**src/rtl/veda_loader.sv**
```systemverilog
// veda_loader: packs a big-endian byte stream into 32-bit words and writes them to
// consecutive Veda addresses while holding the CPU. Define VEDA_LOADER_VERIFY_EN for readback checking.
module veda_loader #(
   parameter int ADDR_W = 5,
   parameter int DATA_W = 32,
   parameter int BYTE_W = 8
) (
   input  logic              clk,
   input  logic              reset,
   input  logic              start,
   input  logic [ADDR_W-1:0] base_addr,
   input  logic [ADDR_W:0]   word_count,
   input  logic              in_valid,
   input  logic [BYTE_W-1:0] in_data,
   output logic              in_ready,
   output logic              mem_we,
   output logic              mem_mode,
   output logic [ADDR_W-1:0] mem_addr,
   output logic [DATA_W-1:0] mem_wdata,
   input  logic [DATA_W-1:0] mem_rdata,
   output logic              cpu_hold,
   output logic              busy,
   output logic              done,
   output logic [ADDR_W:0]   words_written,
   output logic              verify_err
);

   localparam int BYTES = DATA_W / BYTE_W;
   localparam int IDX_W = $clog2(BYTES);
   localparam int CNT_W = ADDR_W + 1;
   localparam logic [CNT_W-1:0] MAX_WORDS = CNT_W'(1) << ADDR_W;

   typedef enum logic [2:0] {
      IDLE,
      COLLECT,
      WRITE,
`ifdef VEDA_LOADER_VERIFY_EN
      VERIFY_RD,
      VERIFY_CMP,
`endif
      DONE
   } state_t;

   state_t              state_q, state_d;
   logic [ADDR_W-1:0]   addr_q, addr_d;
   logic [CNT_W-1:0]    rem_q, rem_d;
   logic [CNT_W-1:0]    ww_q, ww_d;
   logic [IDX_W-1:0]    idx_q, idx_d;
   logic [DATA_W-1:0]   word_q, word_d;
   logic                err_q, err_d;

   always_comb begin
      // NOTE: every signal gets a default before the case so no path leaves it unassigned (no latch).
      state_d = state_q;
      addr_d  = addr_q;
      rem_d   = rem_q;
      ww_d    = ww_q;
      idx_d   = idx_q;
      word_d  = word_q;
      err_d   = err_q;
      unique case (state_q)
         IDLE: begin
            if (start) begin
               ww_d  = '0;
               err_d = 1'b0;
               if (word_count == '0) begin
                  state_d = DONE;
               end else begin
                  addr_d  = base_addr;
                  rem_d   = (word_count > MAX_WORDS) ? MAX_WORDS : word_count;
                  idx_d   = '0;
                  state_d = COLLECT;
               end
            end
         end
         COLLECT: begin
            if (in_valid) begin
               // Byte k lands in the k-th most significant byte lane.
               word_d[BYTE_W*(BYTES-1-int'(idx_q)) +: BYTE_W] = in_data;
               idx_d = idx_q + IDX_W'(1);
               if (idx_q == IDX_W'(BYTES-1)) state_d = WRITE;
            end
         end
         WRITE: begin
            ww_d   = ww_q + CNT_W'(1);
            addr_d = addr_q + ADDR_W'(1);
            rem_d  = rem_q - CNT_W'(1);
`ifdef VEDA_LOADER_VERIFY_EN
            state_d = VERIFY_RD;
`else
            state_d = (rem_q == CNT_W'(1)) ? DONE : COLLECT;
`endif
         end
`ifdef VEDA_LOADER_VERIFY_EN
         VERIFY_RD:  state_d = VERIFY_CMP;
         VERIFY_CMP: begin
            if (mem_rdata != word_q) err_d = 1'b1;
            state_d = (rem_q == '0) ? DONE : COLLECT;
         end
`endif
         DONE:    state_d = IDLE;
         default: state_d = IDLE;
      endcase
   end

   always_ff @(posedge clk) begin
      if (!reset) begin
         state_q <= IDLE;
         addr_q  <= '0;
         rem_q   <= '0;
         ww_q    <= '0;
         idx_q   <= '0;
         word_q  <= '0;
         err_q   <= 1'b0;
      end else begin
         // NOTE: non-blocking so every flop samples the pre-edge values of the others.
         state_q <= state_d;
         addr_q  <= addr_d;
         rem_q   <= rem_d;
         ww_q    <= ww_d;
         idx_q   <= idx_d;
         word_q  <= word_d;
         err_q   <= err_d;
      end
   end

   always_comb begin
      mem_addr = addr_q;
`ifdef VEDA_LOADER_VERIFY_EN
      // The counter has already advanced past the word being read back.
      if (state_q == VERIFY_RD || state_q == VERIFY_CMP) mem_addr = addr_q - ADDR_W'(1);
`endif
   end

`ifndef VEDA_LOADER_VERIFY_EN
   logic rdata_unused;
   assign rdata_unused = ^mem_rdata;
`endif

   assign in_ready      = (state_q == COLLECT);
   assign mem_we        = (state_q == WRITE);
   assign mem_mode      = ~mem_we;
   assign mem_wdata     = word_q;
   assign busy          = (state_q != IDLE) && (state_q != DONE);
   assign cpu_hold      = busy;
   assign done          = (state_q == DONE);
   assign words_written = ww_q;
   assign verify_err    = err_q;

endmodule

```
**config.mk**
```make
export PLATFORM = sky130hd
export DESIGN_NAME = veda_loader
export DESIGN_NICKNAME = d
export VERILOG_FILES = /design/src/rtl/veda_loader.sv
export SDC_FILE = /design/constraint.sdc
export NUM_CORES = 1
export LEC_CHECK = 0
export CORE_ASPECT_RATIO = 0.5
export CORE_MARGIN = 4
export CORE_UTILIZATION = 42
export DETAILED_ROUTE_END_ITERATION = 10
export GPL_TIMING_DRIVEN = 0
export PLACE_DENSITY = 0.8
export SLEW_MARGIN = 20
export SYNTH_ARGS = -nofsm -noshare
export SYNTH_HDL_FRONTEND = slang
export SYNTH_SLANG_ARGS = --single-unit
export TNS_END_PERCENT = 5
```
**constraint.sdc**
```tcl
create_clock -name clk -period 2.3 [get_ports clk]
set_input_delay 0.69 -clock clk [delete_from_list [all_inputs] [get_ports clk]]
set_output_delay 0.69 -clock clk [all_outputs]
set_load 0.1 [all_outputs]
```
# Word level (Yosys, flattened, before mapping)
# Index checks and enable logic that the tools add are counted.
op_classes:
  shift: 2
  n_reduce_logical: 11
  muxes: 20
  eq_ne: 10
  addsub: 6
  bitwise_logic: 1
  n_lt_le_gt_ge: 1
op_table:
  columns: ["operator", "n"]
  rows:
  - ["6-bit negator with 33-bit output", 1]
  - ["8-bit by 33-bit variable shift with 32-bit output (first input constant)", 1]
  - ["8-bit by 33-bit indexed part select with 32-bit output", 1]
  - ["32-bit bitwise mux", 1]
  - ["6-bit two-way mux", 4]
  - ["6-bit case mux with 2 select lines", 2]
  - ["2-bit two-way mux", 5]
  - ["5-bit two-way mux", 2]
  - ["5-bit case mux with 2 select lines", 1]
  - ["3-bit two-way mux", 3]
  - ["3-bit case mux with 3 select lines", 1]
  - ["6-bit by 1-bit adder with 6-bit output (second input constant)", 1]
  - ["3-bit by 2-bit == test with 1-bit output (second input constant)", 2]
  - ["6-bit by 1-bit == test with 1-bit output (second input constant)", 1]
  - ["6-bit > comparator (second input constant)", 1]
  - ["6-bit zero test", 1]
  - ["2-bit != test (second input constant)", 3]
  - ["3-bit AND reduction", 2]
  - ["6-bit by 1-bit subtractor with 6-bit output (second input constant)", 1]
  - ["5-bit by 1-bit adder with 5-bit output (second input constant)", 1]
  - ["2-bit case mux with 2 select lines", 1]
  - ["2-bit AND reduction", 2]
  - ["4-bit AND reduction", 1]
  - ["2-bit nonzero test", 2]
  - ["other kinds (10)", 10]
totals:
  in_bits: 55
  elab_cells: 57
  out_inout_bits: 50
  regBits: 54

# Depth between registers and ports, before layout
depth:
  word_depth: 5
  ltp_mapped: 8

# Worst setup path after synthesis
# No wires, ideal clock.
synth_timing:
  path_kind: "reg-to-output"
  start: "reg state_q[0]"
  end: "out mem_mode"
  t_arrival_ps: 1970
  stages_incl_launch_ff: 6
  required_time_ps: 1610
  n_path_buf: 2
  path_slack_ps: -360
  cell_sequence: "dfxtp_1 inv_1 ha_1 clkbuf_1 inv_1 buf_2"
synth_between:
  elab_chain_len: 2
synth_lines:
  columns: ["item", "line_no", "source"]
  rows:
  - ["start: declaration", "44", "state_t state_q, state_d;"]
  - ["start signal: assignment", "117", "state_q <= state_d;"]
  - ["3-bit by 2-bit == test with 1-bit output", "141", "assign mem_we = (state_q == WRITE);"]
  - ["via mem_we", "16", "output logic mem_we,"]
  - ["1-bit inverter", "142", "assign mem_mode = ~mem_we;"]
  - ["end: declaration", "17", "output logic mem_mode,"]
# The timed path passes the listed nets, and every way through them passes these cells.

# Worst setup path in the final report
layout_timing:
  start: "reg state_q[0]"
  end: "out mem_mode"
layout_between:
  elab_chain_len: 2
layout_lines:
  columns: ["item", "line_no"]
  rows:
  - ["3-bit by 2-bit == test with 1-bit output", "141"]
  - ["1-bit inverter", "142"]
# Every way passes these cells.

==> summary.md <==
| Metric | Value |
|---|---|
| Run status | finished with violations |
| Violated checks | negative setup slack |
| Worst R2R Start | state_q[0]$_SDFFE_PN0P_ |
| Final setup viols | 1 |
| Most common cell after layout, fill and taps aside | dfxtp_1 |
| Share of cells above drive strength 1 | 0.107 |
| Worst path most repeated cell | inv_1 |
| GPL Wtd Cong | 0.843 |
| R2R Setup Slk | 170 ps |
| Min Tclk post-route | 2370 ps |
| Worst Setup EP | mem_mode |
| Critical path type | reg -> out |
| Seq cells post-synth | 53 |
| CORE AREA | 5520 µm² |
| Clock latency on the worst-skew pair | 290 ps |
| DRC violations left | 0 |
| Cells after Synth | 267 |
| Overall global routing resource usage | 0.189 |
| CTS tree | yes |
| Final period util | 1.03 |
| RSZ-0062 raised after global routing | yes |
| Worst-margin pin slew | 968 ps |
| Critical Path Start | state_q[0]$_SDFFE_PN0P_ |
| Ports | 105 |
| Leak | 1.45 nW |
| Achievable Freq | 423 MHz |
| Worst slack, placed | -849 ps |
| Worst stage delay on the critical path | 390 ps |
| Initial antenna violation count | 0 |
| Die area | 7080 µm² |
| Fin util | 0.609 |
| Post-synth EDFFs | 0 |
| First-pass GRT wire length | 10,600 µm |
| Max-cap viol count | 0 |
| Filler Cells Inserted | 473 |
| Worst Reg-to-Reg Cells | 7 |
| Asr flop ratio synth | 0 |
| Clk pin slew, worst setup/hold paths | 70 ps |
| WP data arrival | 1680 ps |
| Hold Crit Class | reg -> reg |
| FF-to-FF End | mem_addr[0]$_SDFFE_PN0P_ |
| Critical path peak fanout | 10 |
| DRT Wirelength | 6780 µm |
| CP cell instances | inv_1 > ha_2 > clkbuf_2 > inv_1 > buf_6 > buf_12 |
| Ys flop type | dfxtp_1 |
| Crit end category | output port |
| # diodes | 0 |
| Syn Area/Cell | 9.01 µm² |
| Slew margin rel. | 0.357 |
| Peak supply drop | 0.590 mV |
| Starting Density | 0.436 |
| Final Hold Fails | 0 |
| Clock root cell | clkbuf_16 |
| Final worst slack | -65.8 ps |
| IO buf count | 70 |
| Post-DP HPWL | 4880 µm |
| Syn nets | 335 |
| Ys Warns | 0 |
| Hold path depth | 2 |
| CTS H-Tree Depth | 2 |
| Vias per Instance | 5.56 |
| Synth Cell Area | 2410 µm² |
| # rows | 19 |
| Critical Path RT | 1610 ps |
| Post-route setup TNS | -65.8 ps |
| Hold-fix buffer count after cts | 0 |
| Unique masters post-synth | 41 |
| Die Height | 61.5 µm |
| Max-slew violations | 0 |
| Largest net degree at the start of global routing | 18 |
| CTS Buf Count | 5 |
| Most frequent cells in the layout | dfxtp_1, nor2_1, dlygate4sd2_1, a22oi_1, nand2_1 |
| Pre-antenna DRT Iters | 4 |
| DR vias | 2,323 |
| NumNets Final | 412 |
| Die Wd | 115 µm |
| Clk buf depth | 2 |
| ANT nets after route | 0 |
| Initial drt markers | 149 |
| Vias in the first global route | 2,320 |
| Clock Skew | 4.31 ps |
| Grt ovf | 0 |
| Routed len/inst | 16.2 µm |
| Area delta synth->final | 39.6% |
| Type of element launching the critical path | flip-flop |
| Total power | 3.65 mW |
| Cell Pwr Density | 1090 nW/µm² |
| Slowest cell on crit path | dfxtp_1 |
| Clk sink count | 53 |
| Seq/Total Area, Yosys | 0.441 |
cells in the mapped netlist (all sizes together), types with 4 or more instances:
master / number / area share
nand3: 7 / 0.015
a21oi: 12 / 0.025
xor2: 4 / 0.015
dfxtp: 53 / 0.44
o32ai: 7 / 0.025
inv: 13 / 0.020
clkbuf: 7 / 0.011
a22oi: 34 / 0.11
nor3: 8 / 0.017
buf: 7 / 0.020
nor2: 48 / 0.075
ha: 13 / 0.068
nand2: 19 / 0.030
how the worst min path moves through the flow:
| stage | start | endpoint | slack, ps |
|---|---|---|---|
| 2_1_floorplan | rem_q[4]$_SDFFE_PN0P_ | rem_q[4]$_SDFFE_PN0P_ | 440 |
| 3_3_place_gp | rem_q[4]$_SDFFE_PN0P_ | rem_q[4]$_SDFFE_PN0P_ | 450 |
| 3_5_place_dp | rem_q[3]$_SDFFE_PN0P_ | rem_q[3]$_SDFFE_PN0P_ | 480 |
| 4_1_cts | mem_addr[4]$_SDFFE_PN0P_ | mem_addr[4]$_SDFFE_PN0P_ | 490 |
| 5_1_grt | mem_addr[4]$_SDFFE_PN0P_ | mem_addr[4]$_SDFFE_PN0P_ | 510 |
| 6_report | mem_addr[4]$_SDFFE_PN0P_ | mem_addr[4]$_SDFFE_PN0P_ | 490 |
routing by layer:
| metal | global-route usage | vias to the layer above | share of wire |
|---|---|---|---|
| met3 | 0.0500 | 10 | 0.065 |
| met1 | 0.216 | 1107 | 0.42 |
| met4 | 0.0686 | 0 | 0.017 |
| met5 | 0 | - | 0 |
| li1 | - | 1121 | - |
| met2 | 0.350 | 85 | 0.50 |
layout make-up:
| cell class | count | area, µm² | area share |
|---|---|---|---|
| Buffer | 14 | 82.6 | 0.0246 |
| Multi-Input combinational cell | 187 | 1260 | 0.376 |
| Clock buffer | 6 | 139 | 0.0413 |
| Timing Repair Buffer | 70 | 658 | 0.196 |
| Sequential cell | 53 | 1060 | 0.316 |
| Tap cell | 73 | 91.3 | 0.0272 |
| Clock inverter | 2 | 16.3 | 0.00484 |
| Inverter | 13 | 48.8 | 0.0145 |
stage by stage:
step / hold slack (ps) / cells / instance area [µm²]
2_1_floorplan: 439 / 267 / 2410
3_3_place_gp: 450 / 410 / 3200
3_5_place_dp: 479 / 410 / 3200
4_1_cts: 490 / 418 / 3310
5_1_grt: 511 / 418 / 3360
6_report: 489 / 418 / 3360
report_power, final:
| group | switching [mW] | internal (mW) | leakage, nW |
|---|---|---|---|
| combinational | 1.28 | 0.485 | 0.950 |
| clock | 0.343 | 0.437 | 0.0735 |
| sequential | 0.0933 | 1.01 | 0.429 |
| total | 1.72 | 1.93 | 1.45 |
critical path, delay by kind of cell (launching register included):
| family | cells | cell delay (ps) |
|---|---|---|
| buffers and inverters | 5 | 760 |
| adders and majority gates | 1 | 210 |
| DFF | 1 | 390 |
state kept, by name, summed over array words and instances (netlist names):
name and count:
words_written 6, state_q 2, idx_q 2, mem_addr 5
mem_wdata 32, rem_q 6
timing repair:
item	CTS	global route
pin swaps	0	1
resized for setup	69	19
endpoints found under the setup margin	59	43
buffers inserted	0	0
cell families after synthesis:
logic type                 synth area share
DFF                                   0.441
other                               0.00156
AOI/OAI and AO/OA                     0.218
xor gates and xnor gates             0.0146
adders and majority gates            0.0676
and+or+nand+nor                       0.188
muxes                                0.0177
buffers and inverters                0.0515
(Power assumes the default switching activity.)
